File: config.mk
export PLATFORM = sky130hd
export DESIGN_NAME = cpu_dbg_unit
export DESIGN_NICKNAME = d
export VERILOG_FILES = /design/src/rtl/cpu_dbg_pkg.sv /design/src/rtl/sync_edge.sv /design/src/rtl/cpu_dbg_unit.sv
export SDC_FILE = /design/constraint.sdc
export NUM_CORES = 1
export LEC_CHECK = 0
export CORE_MARGIN = 1
export CORE_UTILIZATION = 33
export DETAILED_ROUTE_END_ITERATION = 7
export GPL_TIMING_DRIVEN = 0
export PLACE_DENSITY = 0.65
export SLEW_MARGIN = 30
export SYNTH_ARGS = -nofsm -noshare
export SYNTH_HDL_FRONTEND = slang
export SYNTH_SLANG_ARGS = --single-unit
File: constraint.sdc
create_clock -name clk_100M -period 3.7 [get_ports clk_100M]
set_clock_uncertainty 0.1 [all_clocks]
set_input_delay 0.74 -clock clk_100M [delete_from_list [all_inputs] [get_ports clk_100M]]
set_output_delay 0.74 -clock clk_100M [all_outputs]
set_load 0.01 [all_outputs]
File: src/rtl/cpu_dbg_pkg.sv
// Debug-unit shared types: FSM state encoding and mode selector values.
// Imported by cpu_dbg_unit.
package cpu_dbg_pkg;

  typedef enum logic [1:0] {
    ST_RUN  = 2'd0,
    ST_HALT = 2'd1,
    ST_BRK  = 2'd2
  } state_t;

  localparam logic [1:0] MODE_RUN   = 2'b00;
  localparam logic [1:0] MODE_STEP  = 2'b01;
  localparam logic [1:0] MODE_BRKPT = 2'b10;
  localparam logic [1:0] MODE_HALT  = 2'b11;

endpackage

File: src/rtl/sync_edge.sv
// Two-flop synchroniser followed by a rising-edge detector.
// Ports: clk, rst_n, d (async level in), rise (one-cycle pulse per 0->1).
module sync_edge (
  input  logic clk,
  input  logic rst_n,
  input  logic d,
  output logic rise
);

  logic s1;
  logic s2;
  logic s3;

  always_ff @(posedge clk or negedge rst_n) begin
    if (!rst_n) begin
      s1 <= 1'b0;
      s2 <= 1'b0;
      s3 <= 1'b0;
    end else begin
      s1 <= d;
      s2 <= s1;
      s3 <= s2;
    end
  end

  assign rise = s2 & ~s3;

endmodule

File: src/rtl/cpu_dbg_unit.sv
// CPU debug unit: run-rate divider, run/step/breakpoint clock-enable FSM,
// enable counter and a channel display mux with auto-scan and freeze.
// Ports: clk_100M/reset_n; div_max, mode, step_btn, bp_addr, pc in;
// ch_data/ch_sel/auto_scan/freeze in; clk_en, halted, disp, disp_ch,
// en_count out.
module cpu_dbg_unit
  import cpu_dbg_pkg::*;
#(
  parameter int NCH    = 4,
  parameter int DW     = 32,
  parameter int DIV_W  = 28,
  parameter int SCAN_W = 26
) (
  input  logic                    clk_100M,
  input  logic                    reset_n,
  input  logic [DIV_W-1:0]        div_max,
  input  logic [1:0]              mode,
  input  logic                    step_btn,
  input  logic [DW-1:0]           bp_addr,
  input  logic [DW-1:0]           pc,
  input  logic [NCH*DW-1:0]       ch_data,
  input  logic [$clog2(NCH)-1:0]  ch_sel,
  input  logic                    auto_scan,
  input  logic                    freeze,
  output logic                    clk_en,
  output logic                    halted,
  output logic [DW-1:0]           disp,
  output logic [$clog2(NCH)-1:0]  disp_ch,
  output logic [31:0]             en_count
);

  localparam int CW = $clog2(NCH);

  logic [DIV_W-1:0] div_cnt;
  logic             tick;
  logic             step_evt;
  state_t           state;
  state_t           state_d;
  logic             pulse_d;
  logic             bp_hit;

  // >= so that a div_max shrunk below the running count wraps at once
  assign tick = (div_cnt >= div_max);

  always_ff @(posedge clk_100M or negedge reset_n) begin
    if (!reset_n) begin
      div_cnt <= '0;
    end else if (tick) begin
      div_cnt <= '0;
    end else begin
      div_cnt <= div_cnt + 1'b1;
    end
  end

  sync_edge u_step_sync (
    .clk  (clk_100M),
    .rst_n(reset_n),
    .d    (step_btn),
    .rise (step_evt)
  );

  assign bp_hit = (mode == MODE_BRKPT) && tick && (pc == bp_addr);

  always_ff @(posedge clk_100M or negedge reset_n) begin
    if (!reset_n) begin
      state  <= ST_HALT;
      clk_en <= 1'b0;
    end else begin
      state  <= state_d;
      clk_en <= pulse_d;
    end
  end

  // Mode changes take priority over a coincident step event.
  always_comb begin
    state_d = state;
    unique case (state)
      ST_RUN: begin
        if (mode == MODE_HALT || mode == MODE_STEP)
          state_d = ST_HALT;
        else if (bp_hit)
          state_d = ST_BRK;
      end
      ST_HALT: begin
        if (mode == MODE_RUN || mode == MODE_BRKPT)
          state_d = ST_RUN;
      end
      ST_BRK: begin
        if (mode == MODE_HALT || mode == MODE_STEP)
          state_d = ST_HALT;
        else if (mode == MODE_RUN)
          state_d = ST_RUN;
        else if (step_evt)
          state_d = ST_RUN;
      end
      default: state_d = ST_HALT;
    endcase
  end

  always_comb begin
    pulse_d = 1'b0;
    unique case (state)
      ST_RUN: begin
        pulse_d = tick && !bp_hit &&
                  (mode == MODE_RUN || mode == MODE_BRKPT);
      end
      ST_HALT: begin
        pulse_d = step_evt &&
                  (mode == MODE_STEP || mode == MODE_HALT);
      end
      ST_BRK: begin
        pulse_d = step_evt && (mode == MODE_BRKPT);
      end
      default: pulse_d = 1'b0;
    endcase
  end

  assign halted = (state != ST_RUN);

  always_ff @(posedge clk_100M or negedge reset_n) begin
    if (!reset_n) begin
      en_count <= '0;
    end else if (clk_en) begin
      en_count <= en_count + 32'd1;
    end
  end

  logic [SCAN_W-1:0] scan_cnt;
  logic [CW-1:0]     scan_idx;
  logic [CW-1:0]     idx;
  logic [DW-1:0]     sel_data;
  logic              freeze_q;

  always_ff @(posedge clk_100M or negedge reset_n) begin
    if (!reset_n) begin
      scan_cnt <= '0;
      scan_idx <= '0;
    end else begin
      scan_cnt <= scan_cnt + 1'b1;
      if (&scan_cnt) begin
        if (scan_idx == CW'(NCH - 1))
          scan_idx <= '0;
        else
          scan_idx <= scan_idx + 1'b1;
      end
    end
  end

  assign idx = auto_scan ? scan_idx : ch_sel;

  always_comb begin
    sel_data = '0;
    for (int k = 0; k < NCH; k++) begin
      if (int'(idx) == k)
        sel_data = ch_data[k*DW +: DW];
    end
  end

  // Update every cycle except while freeze has been high for >1 cycle,
  // so the rising edge itself captures the live channel.
  always_ff @(posedge clk_100M or negedge reset_n) begin
    if (!reset_n) begin
      freeze_q <= 1'b0;
      disp     <= '0;
      disp_ch  <= '0;
    end else begin
      freeze_q <= freeze;
      if (!(freeze && freeze_q)) begin
        disp    <= sel_data;
        disp_ch <= idx;
      end
    end
  end

endmodule
# ---- Word level (Yosys, flattened, before mapping)
# Index checks and enable logic that the tools add are counted.
dict set report totals {
  register_bits 129
  in_bits 229
  output_inout_bits 68
  elab_cells 63
}
dict set report op_classes {
  addsub 4
  magnitude_cmp 1
  n_eq_ne 13
  muxes 15
  bitwise 2
  reduce_logical 16
}
# op n
set op_table {}
lappend op_table {{$mux W32} 4}
lappend op_table {{$add A32 B1 Y32 const B} 1}
lappend op_table {{$eq A32 B32 Y1} 1}
lappend op_table {{$add A28 B1 Y28 const B} 1}
lappend op_table {{$ge A28 B28 Y1} 1}
lappend op_table {{$mux W28} 1}
lappend op_table {{$add A26 B1 Y26 const B} 1}
lappend op_table {{$reduce_and A26 Y1} 1}
lappend op_table {{$mux W2} 8}
lappend op_table {{$eq A2 B2 Y1 const B} 6}
lappend op_table {{$logic_and A1 B1 Y1} 7}
lappend op_table {{$eq A2 B1 Y1 const B} 3}
lappend op_table {{$logic_not A2 Y1} 3}
lappend op_table {{$pmux W2 S3} 1}
lappend op_table {{$ne A4 B4 Y1 const B} 1}
lappend op_table {{$ne A3 B3 Y1 const B} 1}
lappend op_table {{$pmux W1 S3} 1}
lappend op_table {{$reduce_and A3 Y1} 1}
lappend op_table {{$add A2 B1 Y2 const B} 1}
lappend op_table {{$logic_or A1 B1 Y1} 2}
lappend op_table {{$ne A2 B2 Y1 const B} 1}
lappend op_table {{$reduce_bool A2 Y1} 1}
lappend op_table {{$and A1 B1 Y1} 1}
lappend op_table {{$logic_not A1 Y1} 1}
lappend op_table {{$not A1 Y1} 1}

# ---- Longest topological paths before layout
# Gate-level depths: netlist of the first run.
dict set report depth {
  word_depth 7
  depth_mapped 10
  depth_no_buf 9
}

# ---- Hierarchy
# From an unflattened synthesis of the first run, not the netlist that was laid out.
dict set report unflattened {
  hier_cells 634
  hier_area_um2 7243.2
}
# module instances cells_each area_per_inst_um2 seq_area_each_um2
set modules_own_cells {}
lappend modules_own_cells {cpu_dbg_unit 1 630 7154.4 3154.3}
lappend modules_own_cells {sync_edge 1 4 88.8 75.1}

# ---- Worst setup path after synthesis of the first run
# No wires, ideal clock.
dict set report synth_path {
  kind {input -> register}
  from {input auto_scan}
  to {register disp[11]}
  setup_ns 0.125
  arrival_ns 2.336
  setup_slack_ns 1.139
  path_stages 4
  path_buffers 1
  cell_sequence {mux2i_1 > buf_6 > mux4_2 > mux2_2}
}
dict set report synth_between {
  elab_chain_len 6
  word_cells_on_any_way 9
  classes_between {eq/ne (3); mux (5); reduce/logical (1)}
}
# element line_no
set synth_rtl {}
lappend synth_rtl {{start, declared} cpu_dbg_unit.sv:23} ;# input logic auto_scan,
lappend synth_rtl {{$mux W2 (*)} cpu_dbg_unit.sv:149} ;# assign idx = auto_scan ? scan_idx : ch_sel;
lappend synth_rtl {{$logic_not A2 Y1} cpu_dbg_unit.sv:154} ;# if (int'(idx) == k)
lappend synth_rtl {{$mux W32 (3 in series)} cpu_dbg_unit.sv:154}
lappend synth_rtl {{$mux W32 (*)} cpu_dbg_unit.sv:154}
lappend synth_rtl {{end signal, assigned} cpu_dbg_unit.sv:169} ;# disp <= sel_data;
lappend synth_rtl {{end, declared} cpu_dbg_unit.sv:27} ;# output logic [DW-1:0] disp,
# Every way passes the cells marked *; elsewhere a longest branch is shown, timed or not.
# A chain may end at the register's enable or synchronous reset.

# ---- Worst setup path after layout of the first run
dict set report layout_path {
  from {input div_max[23]}
  to {register div_cnt[5]}
}
dict set report layout_between {
  elab_chain_len 2
}
# element line_no
set layout_rtl {}
lappend layout_rtl {{start, declared} cpu_dbg_unit.sv:16} ;# input logic [DIV_W-1:0] div_max,
lappend layout_rtl {{$ge A28 B28 Y1} cpu_dbg_unit.sv:43} ;# assign tick = (div_cnt >= div_max);
lappend layout_rtl {{$mux W28} cpu_dbg_unit.sv:48} ;# end else if (tick) begin
lappend layout_rtl {{end signal, assigned} cpu_dbg_unit.sv:51} ;# div_cnt <= div_cnt + 1'b1;
lappend layout_rtl {{end, declared} cpu_dbg_unit.sv:34} ;# logic [DIV_W-1:0] div_cnt;
# Every way passes these cells.

==> metrics.md, run 1 <==
| Metric | Value |
|---|---|
| CTS Buffer Depth | 2 |
| Startpoint types | primary input |
| Comb pwr share | 0.228 |
| YS warnings | 0 |
| Status | finished clean |
| Critical path startpoint | div_max[23] |
| Crit Path Class | in -> reg |
| Switching power | 1240 uW |
| Final setup viols | 0 |
| Max Slew Vio Count | 0 |
| MaxCap Viol Count | 0 |
| Proportion of netlist area held by the largest area contributor | 0.440 |
| # fillers | about 1.9k |
| Peak VDD IR | 0.291 mV |
| Worst-path clk slew | about 0.06 ns |
| CORE AREA | roughly 21000 um2 |
| Syn nets | roughly 910 |
| Slowest-stage cell, CP | clkdlybuf4s50_1 |
| Die W | about 150 um |
| Layout net count | 1222 |
| Worst hold-check path type | in -> async |
| Rel. slew slack | 0.562 |
| Synth area leaders | dfrtp_1 (44%), mux4_2 (9.9%), xnor2_1 (7.2%) |
| Vias | 5927 |
| Setup slack, reg-to-reg | 1.09 ns |
| Layout area overhead | 54.5% |
| Die Y | about 150 um |
| CTS H-tree depth | 4 |
| Vias in the first global route | roughly 6k |
| CTS Root Buffer Type | clkbuf_16 |
| # rows | 53 |
| DRC violations left | 0 |
| Post-DR vias/cell | 4.76 |
| Clock sinks | roughly 130 |
| Cts repair resizes | 0 |
| Crit path required time | between 3 and 4 ns |
| DR iter-0 viols | about 220 |
| Global route overflow | 0 |
| Pre-CTS setup slack | roughly 0.25 ns |
| Detailed Routing Iterations Pass 1 | 4 |
| Yosys top cell by area | dfrtp_1 |
| Cells after Synth | 641 |
| Post-synth EDFFs | 0 |
| Antenna violations before repair | 0 |
| Minimum clock period after layout | 2.97 ns |
| CTS Hold Bufs | 0 |
| Post-layout util | 0.527 |
| Worst-margin pin slew | approximately 0.64 ns |
| Max incr delay on CP | around 0.45 ns |
| Number of buffers created by CTS | 17 |
| Antenna diode count | 0 |
| Reg2Reg Depth | 9 |
| Sequential share of power | 0.382 |
| Avg Inst Size Synth | between 10 and 15 um2 |
| Synth unique cells | 41 |
| CP endpoint kind | flop |
| Global-route wire length before repair | slightly above 30000 um |
| Worst-Skew Late Latency | a little over 0.4 ns |
| Clock power share | 0.390 |
| Post-Synthesis Cell Area | approximately 7300 um2 |
| Layout cells sized above 1 | 0.122 |
| Die ar. | 22700 um2 |
| Setup TNS | 0 ns |
| Total Wirelength | around 20000 um |
| Crit path DAT | between 3 and 4 ns |
| CP Max Fanout | 10 |
| Critical Path Sink | div_cnt[5] |
| Area after DPL | between 10000 and 15000 um2 |
| R2R Path Start | div_cnt[23] |
| RSZ-0062 raised after global routing | no |
| #FFs+latches synth | ~130 |
| Min setup slack post-route | between 0.7 and 0.8 ns |
| Number of port buffers | approximately 300 |
| Top FF cell, synth | dfrtp_1 |
| Post-synthesis sequential area ratio | 0.443 |
| DP Cell Count | 1213 |
| Fmax | between 0.3 and 0.4 GHz |
| Cell-internal power | approximately 3300 uW |
| PD cells | approximately 400 nW/um2 |
| CTS tree | done |
| CP cell instances | clkdlybuf4s50_1, inv_1, ha_1, nand4_1, nor4_1, o21ai_0, a31oi_1, or2_2, buf_2, buf_2, nor2_1 |
| Largest net degree at the start of global routing | 81 |
| Fin area | roughly 11000 um2 |
| DP Wirelength | ~16000 um |
| # IOs | 297 |
| WL/cell | 15.7 um |
| FFs w/ async S/R, synth | 1.00 |
| Post-Layout Cell Count | between 1k and 1.5k |
| Most used cell, CP | buf_2 |
| Setup Fix Bufs, Post-CTS | 0 |
| Final Hold Fails | 0 |
| Crit share post-route | 0.802 |
| Final RePlAce weighted congestion | between 0.7 and 0.8 |
| Lkg Pwr | approximately 0.0048 uW |
| Initial Util | 0.341 |
| Routed Antenna Nets | 0 |
| Reg-to-reg endpoint | div_cnt[5] |
| Total track usage | 0.176 |
| Synth top cells by count | dfrtp_1 (128), xnor2_1 (60), nor2_1 (54) |
| Net Sw Frac | 0.275 |
| Most common cell in the netlist | dfrtp_1 |
[worst min-delay path by stage]
stage	endpoint	slack, ns	depth (start not counted)
floorplan	u_step_sync.s2	0.23	0
detailed placement	u_step_sync.s2	0.24	0
global route	u_step_sync.s1	0.26	1
CTS	u_step_sync.s3	0.24	1
global placement	u_step_sync.s2	0.24	0
finish	u_step_sync.s2	0.22	1
[stage by stage]
stage	hold WS, ns	total power, uW
floorplan	0.231	2190
global placement	0.235	2760
detailed placement	0.237	2790
CTS	0.242	4580
global route	0.257	4770
finish	0.225	4510
[cell usage in the layout (no fill, tap or decap), types with 2 or more instances in the layout]
master | synthesis | final
nor2b_1 | 5 | 5
nand4_1 | 21 | 21
xnor2_1 | 60 | 60
clkinv_4 | 0 | 4
nor3_1 | 4 | 4
dfrtp_1 | 128 | 128
clkdlybuf4s50_1 | 0 | 295
and3_1 | 11 | 11
inv_8 | 0 | 3
inv_1 | 37 | 37
o211ai_1 | 2 | 2
nand3_1 | 36 | 36
clkbuf_1 | 6 | 6
buf_2 | 3 | 3
inv_6 | 0 | 4
bufinv_16 | 0 | 3
mux2_2 | 36 | 36
nor2_1 | 54 | 54
nand2_1 | 44 | 44
ha_1 | 36 | 36
nand4_2 | 2 | 2
clkbuf_16 | 0 | 17
nand2b_1 | 2 | 2
mux4_2 | 32 | 32
xor2_1 | 49 | 49
nor4_1 | 11 | 11
a211oi_1 | 3 | 3
a21oi_1 | 17 | 17
o21ai_0 | 12 | 12
buf_6 | 3 | 3
and2_1 | 2 | 2
nor3_2 | 2 | 2
or3_1 | 5 | 5
and4_1 | 4 | 4
[metal layers]
metal  GRT usage  part of all wire  wire (um)  vias to the layer above
met4      0.0510             0.013        256                        0
met2       0.288              0.51       9920                      138
met3      0.0355             0.038        735                       13
li1            -                 -          -                     2911
met1       0.234              0.44       8650                     2865
met5           0                 0          0                        -
[registers in the layout, summed over array words and instances (netlist names)]
signal and count:
scan_cnt 26, div_cnt 28, u_step_sync.s1 1, clk_en 1
u_step_sync.s3 1, en_count 32, u_step_sync.s2 1, scan_idx 2
disp 32, state 2, disp_ch 2, freeze_q 1
[final cells by class]
| type | count | area (um2) | area share |
|---|---|---|---|
| plain buffers | 12 | 71.3 | 0.00634 |
| clock buffers | 17 | 425 | 0.0378 |
| clock inverters | 15 | 199 | 0.0177 |
| inverters | 37 | 139 | 0.0123 |
| multi-input cells | 463 | 3850 | 0.342 |
| flip-flops and latches | 129 | 3230 | 0.287 |
| well taps | 275 | 344 | 0.0306 |
| repair buffers | 297 | 3000 | 0.266 |
[critical path, delay by kind of cell]
kind	cells	cell delay, ns
compound gates	2	0.43
fa+ha+maj	1	0.31
buf+inv	4	0.96
simple gates	4	0.71
[kinds of logic (layout without fill, tap and decap cells)]
logic type,Yosys count,count (layout),share of synthesized area
simple gates,209,209,0.148
flops,129,129,0.443
xor+xnor,109,109,0.131
mux,70,70,0.157
buf+inv,49,378,0.0288
compound gates,39,39,0.0302
fa+ha+maj,36,36,0.0618
[power by group through the flow]
stage	clock, uW	sequential, uW	combinational [uW]
after floorplan	0	1740	451
after global placement	0	1740	1020
after detailed placement	0	1750	1040
after CTS	1810	1720	1040
after global routing	1880	1750	1140
final	1760	1720	1030
(Power assumes the default switching activity.)
==> inputs of run 2 (changes only) <==
Settings changed: PLACE_DENSITY 0.65 to 0.68.
Clock period 3.7 ns to 2.7 ns, I/O delays scaled along.
==> metrics.md, run 2 (synthesis results as in run 1) <==
| Metric | Value |
|---|---|
| Status | finished, violations left |
| Violated checks | hold timing |
| Max Slew Vio Count | 0 |
| Final RePlAce weighted congestion | approximately 0.8 |
| Post-layout util | 0.529 |
| Comb pwr share | 0.233 |
| Setup slack, reg-to-reg | 0.25 ns |
| Layout cells sized above 1 | 0.132 |
| CTS tree | done |
| DP Cell Count | roughly 1.2k |
| Clock sinks | between 100 and 150 |
| Startpoint types | primary input |
| Die W | between 150 and 200 um |
| PD cells | roughly 540 nW/um2 |
| CTS Buffer Depth | 2 |
| Worst-path clk slew | 0.07 ns |
| Final hold slack | -0.00979 ns |
| R2R Path Start | div_cnt[23] |
| Die Y | 151 um |
| CP Max Fanout | 10 |
| Worst hold-check path type | in -> async |
| Post-Layout Cell Count | between 1k and 1.5k |
| Routed Antenna Nets | 0 |
| Detailed Routing Iterations Pass 1 | 4 |
| Final setup viols | 0 |
| # fillers | between 1.5k and 2k |
| Layout area overhead | 55.1% |
| # rows | 53 |
| DP Wirelength | between 15000 and 20000 um |
| Worst-margin pin slew | roughly 0.63 ns |
| Fmax | between 0.3 and 0.4 GHz |
| Switching power | 1730 uW |
| Vias | between 5k and 6k |
| Global-route wire length before repair | 29900 um |
| Number of port buffers | around 300 |
| Net Sw Frac | 0.283 |
| CTS H-tree depth | 4 |
| CTS Hold Bufs | 0 |
| Global route overflow | 0 |
| Final Hold Fails | 4 |
| Rel. slew slack | 0.579 |
| Crit share post-route | 0.989 |
| Initial Util | 0.341 |
| Minimum clock period after layout | between 2 and 3 ns |
| Crit path required time | 2.90 ns |
| Cell-internal power | roughly 4400 uW |
| Commonest non-fill, non-tap cell in the layout | clkdlybuf4s50_1 |
| Sequential share of power | 0.386 |
| Number of buffers created by CTS | 17 |
| Biggest registers after layout | disp: 32 flops, en_count: 32 flops, div_cnt: 28 flops |
| Crit Path Class | in -> reg |
| Layout net count | approximately 1.2k |
| Lkg Pwr | around 0.0048 uW |
| Total Wirelength | 19500 um |
| Crit path DAT | 2.88 ns |
| Most frequent cells in the layout | clkdlybuf4s50_1 (295), dfrtp_1 (128), xnor2_1 (60) |
| Setup Fix Bufs, Post-CTS | 0 |
| Die ar. | between 20000 and 25000 um2 |
| Reg-to-reg endpoint | clk_en |
| Worst-Skew Late Latency | 0.41 ns |
| Clock power share | 0.381 |
| Antenna diode count | 0 |
| DRC violations left | 0 |
| Reg2Reg Depth | 8 |
| Peak VDD IR | 0.404 mV |
| WL/cell | approximately 16 um |
| # IOs | between 200 and 300 |
| CP endpoint kind | flop |
| Antenna violations before repair | 0 |
| CORE AREA | around 21000 um2 |
| Vias in the first global route | 5916 |
| MaxCap Viol Count | 0 |
| Total track usage | 0.171 |
| CTS Root Buffer Type | clkbuf_16 |
| Largest net degree at the start of global routing | 79 |
| DR iter-0 viols | 166 |
| Post-DR vias/cell | 4.78 |
[run 2: per-stage QoR]
step	worst slack [ns]	TNS, ns	total power, uW	instance area [um2]	hold WS [ns]
final	0.0292	0	6120	11300	-0.00979
after global routing	-0.0697	-0.114	6450	11300	0.0262
after global placement	-4.34	-587.72	3780	10600	0.241
after CTS	0.0181	0	6190	11200	0.0214
after floorplan	0.339	0	3010	7290	0.144
after detailed placement	-0.549	-26.70	3810	10600	0.238
[run 2: how the worst max path moves through the flow]
stage / to / slack, ns / startpoint
detailed placement: clk_en / -0.55 / div_max[23]
floorplan: disp[11] / 0.34 / auto_scan
global route: clk_en / -0.07 / div_max[25]
CTS: clk_en / 0.02 / div_max[23]
global placement: disp[13] / -4.34 / reset_n
finish: disp[12] / 0.03 / auto_scan
[run 2: power groups by stage]
stage	clock network [uW]	registers (uW)	logic [uW]
6_report	2330	2360	1430
5_1_grt	2490	2390	1570
4_1_cts	2390	2360	1430
3_5_place_dp	0	2400	1420
3_3_place_gp	0	2390	1380
2_1_floorplan	0	2390	618
[run 2: timing repair]
action / CTS / global route
resized for setup: 6 / 12
pin swaps: 1 / 2
setup endpoints to repair: 38 / 28
hold endpoints to repair: 0 / 0
[run 2: area by class of cell]
class	instances	area, um2	area share
multi-input cells	463	3920	0.347
flip-flops and latches	129	3230	0.286
repair buffers	297	3000	0.265
clock buffers	17	425	0.0377
well taps	275	344	0.0305
clock inverters	15	175	0.0155
inverters	37	139	0.0123
plain buffers	11	72.6	0.00642
[run 2: layer usage]
layer  part of all wire  track usage  wire, um  vias to the layer above
met5                  0            0         0                        -
met2               0.50        0.281      9840                      146
met4              0.011       0.0425       220                        0
met3              0.033       0.0309       639                       19
li1                   -            -         -                     2907
met1               0.45        0.232      8840                     2877
[run 2: critical path, stage by stage]
cell	delay, ns
clkdlybuf4s50_1	0.57
mux2i_2	0.51
clkbuf_1	0.55
mux4_2	0.42
mux2_2	0.28
==> inputs of run 3 (changes only) <==
Settings changed: CORE_MARGIN 1 to 10.
==> metrics.md, run 3 (synthesis results as in run 1) <==
| Metric | Value |
|---|---|
| WL/cell | about 18 um |
| Lkg Pwr | between 0.004 and 0.005 uW |
| CP Max Fanout | 4 |
| Initial Util | 0.335 |
| Total track usage | 0.155 |
| CORE AREA | about 22000 um2 |
| Crit share post-route | 0.962 |
| Worst-Skew Late Latency | 0.41 ns |
| Die W | 169 um |
| CTS Root Buffer Type | clkbuf_16 |
| CP endpoint kind | output pin |
| Number of port buffers | 296 |
| CTS Buffer Depth | 2 |
| Die ar. | ~28000 um2 |
| Layout net count | approximately 1.2k |
| Commonest non-fill, non-tap cell in the layout | clkdlybuf4s50_1 |
| Routed Antenna Nets | 0 |
| Max Slew Vio Count | 0 |
| Crit path required time | around 2.1 ns |
| Final Hold Fails | 0 |
| Slowest-stage cell, CP | clkdlybuf4s50_1 |
| Final setup viols | 0 |
| # fillers | between 1.5k and 2k |
| CTS H-tree depth | 4 |
| Antenna diode count | 0 |
| Max incr delay on CP | slightly below 0.6 ns |
| Largest net degree at the start of global routing | between 70 and 80 |
| Fmax | between 0.3 and 0.4 GHz |
| CTS tree | done |
| PD cells | about 540 nW/um2 |
| Die Y | 169 um |
| Layout cells sized above 1 | 0.138 |
| DP Wirelength | between 15000 and 20000 um |
| Setup slack, reg-to-reg | between 0.2 and 0.3 ns |
| Startpoint types | flop |
| Peak VDD IR | 0.383 mV |
| Rel. slew slack | 0.586 |
| Global route overflow | 0 |
| Vias in the first global route | around 6.4k |
| Fin area | between 10000 and 15000 um2 |
| Area after DPL | between 10000 and 15000 um2 |
| Register area | about 3200 um2 |
| DR iter-0 viols | 320 |
| Most used cell, CP | inv_1 |
| Setup TNS | 0 ns |
| Footprint of the multi-input gates | roughly 4000 um2 |
| Minimum clock period after layout | about 2.6 ns |
| Worst-margin pin slew | between 0.6 and 0.7 ns |
| Antenna violations before repair | 0 |
| Final RePlAce weighted congestion | between 0.8 and 0.9 |
| CP cell instances | inv_1, ha_1, inv_1, clkdlybuf4s50_1 |
| Total Wirelength | 22600 um |
| MaxCap Viol Count | 0 |
| Crit Path Class | reg -> out |
| Detailed Routing Iterations Pass 1 | 4 |
| Most frequent cells in the layout | clkdlybuf4s50_1 (291), dfrtp_1 (128), xnor2_1 (60) |
| Layout area overhead | 55.9% |
| Vias | around 6k |
| Crit path DAT | 1.96 ns |
| DRC violations left | 0 |
| Post-DR vias/cell | between 4 and 5 |
| Global-route wire length before repair | around 35000 um |
| Status | finished clean |
| Clock sinks | 129 |
| Number of buffers created by CTS | 17 |
| Worst hold-check path type | reg -> reg |
| # rows | 54 |
| Worst-path clk slew | 0.06 ns |
| Biggest registers after layout | disp: 32 flops, en_count: 32 flops, div_cnt: 28 flops |
| # IOs | 297 |
[run 3: changes by cell type in the layout (fill, tap and decap cells not counted), sizes merged, moves of 2 or more]
cell,before,now
buf,7,9
inv,44,38
dlymetal6s2s,0,4
clkbuf,23,26
clkdlybuf4s50,295,291
clkinv,4,7
[run 3: worst paths after layout]
| path | start | to | cells past startpoint |
|---|---|---|---|
| worst min register to register | u_step_sync.s1 | u_step_sync.s2 | 0 |
| max in group asynchronous | reset_n | div_cnt[12] | 3 |
| min in group asynchronous | reset_n | u_step_sync.s2 | 2 |
| worst min-delay path | u_step_sync.s1 | u_step_sync.s2 | 0 |
| worst max register to register | div_cnt[24] | clk_en | 9 |
| worst max-delay path | state[0] | halted | 4 |
[run 3: per-layer routing]
metal	wire, um	up-vias	GRT usage	share of wire
met3	1360	14	0.0433	0.060
met1	9090	2934	0.187	0.40
met5	0	-	0	0
met4	276	0	0.0371	0.012
li1	-	2907	-	-
met2	11900	143	0.268	0.53
[run 3: layout make-up]
type,count,share of cell area
clock inverter,12,0.0118
tap,280,0.0308
buffer,11,0.00650
inverter,37,0.0122
sequential,129,0.284
timing repair buffer,300,0.267
multi-input combinational,463,0.347
clock buffer,20,0.0402
[run 3: worst max-delay path, delay by kind of cell, from the launching register on]
kind	cells	cell delay [ns]
fa+ha+maj	1	0.19
buf+inv	3	0.80
flops	1	0.55
[run 3: power by group]
group	internal (uW)	switching (uW)	leakage, uW
clock network	1410	852	0.000286
registers	2140	234	0.00168
logic	869	580	0.00288
total	4420	1670	0.00484
[run 3: timing repair]
| action | 4_1_cts | 5_1_grt |
|---|---|---|
| gates resized for setup | 6 | 24 |
| setup buffers | 1 | 1 |
| hold buffers | 1 | 0 |
| endpoints found under the hold margin | 56 | 0 |
| pin swaps | 0 | 11 |
| endpoints found under the setup margin | 52 | 52 |
[run 3: through the flow]
step	setup slack, ns	utilization	power, uW	cells	hold WS [ns]
5_1_grt	-0.0242	0.522	6440	1252	0.267
3_3_place_gp	-4.34	0.487	3810	1217	0.234
3_5_place_dp	-0.661	0.489	3840	1218	0.240
4_1_cts	0.00583	0.518	6140	1252	0.252
2_1_floorplan	0.339	-	3010	641	0.144
6_report	0.101	0.522	6080	1252	0.250
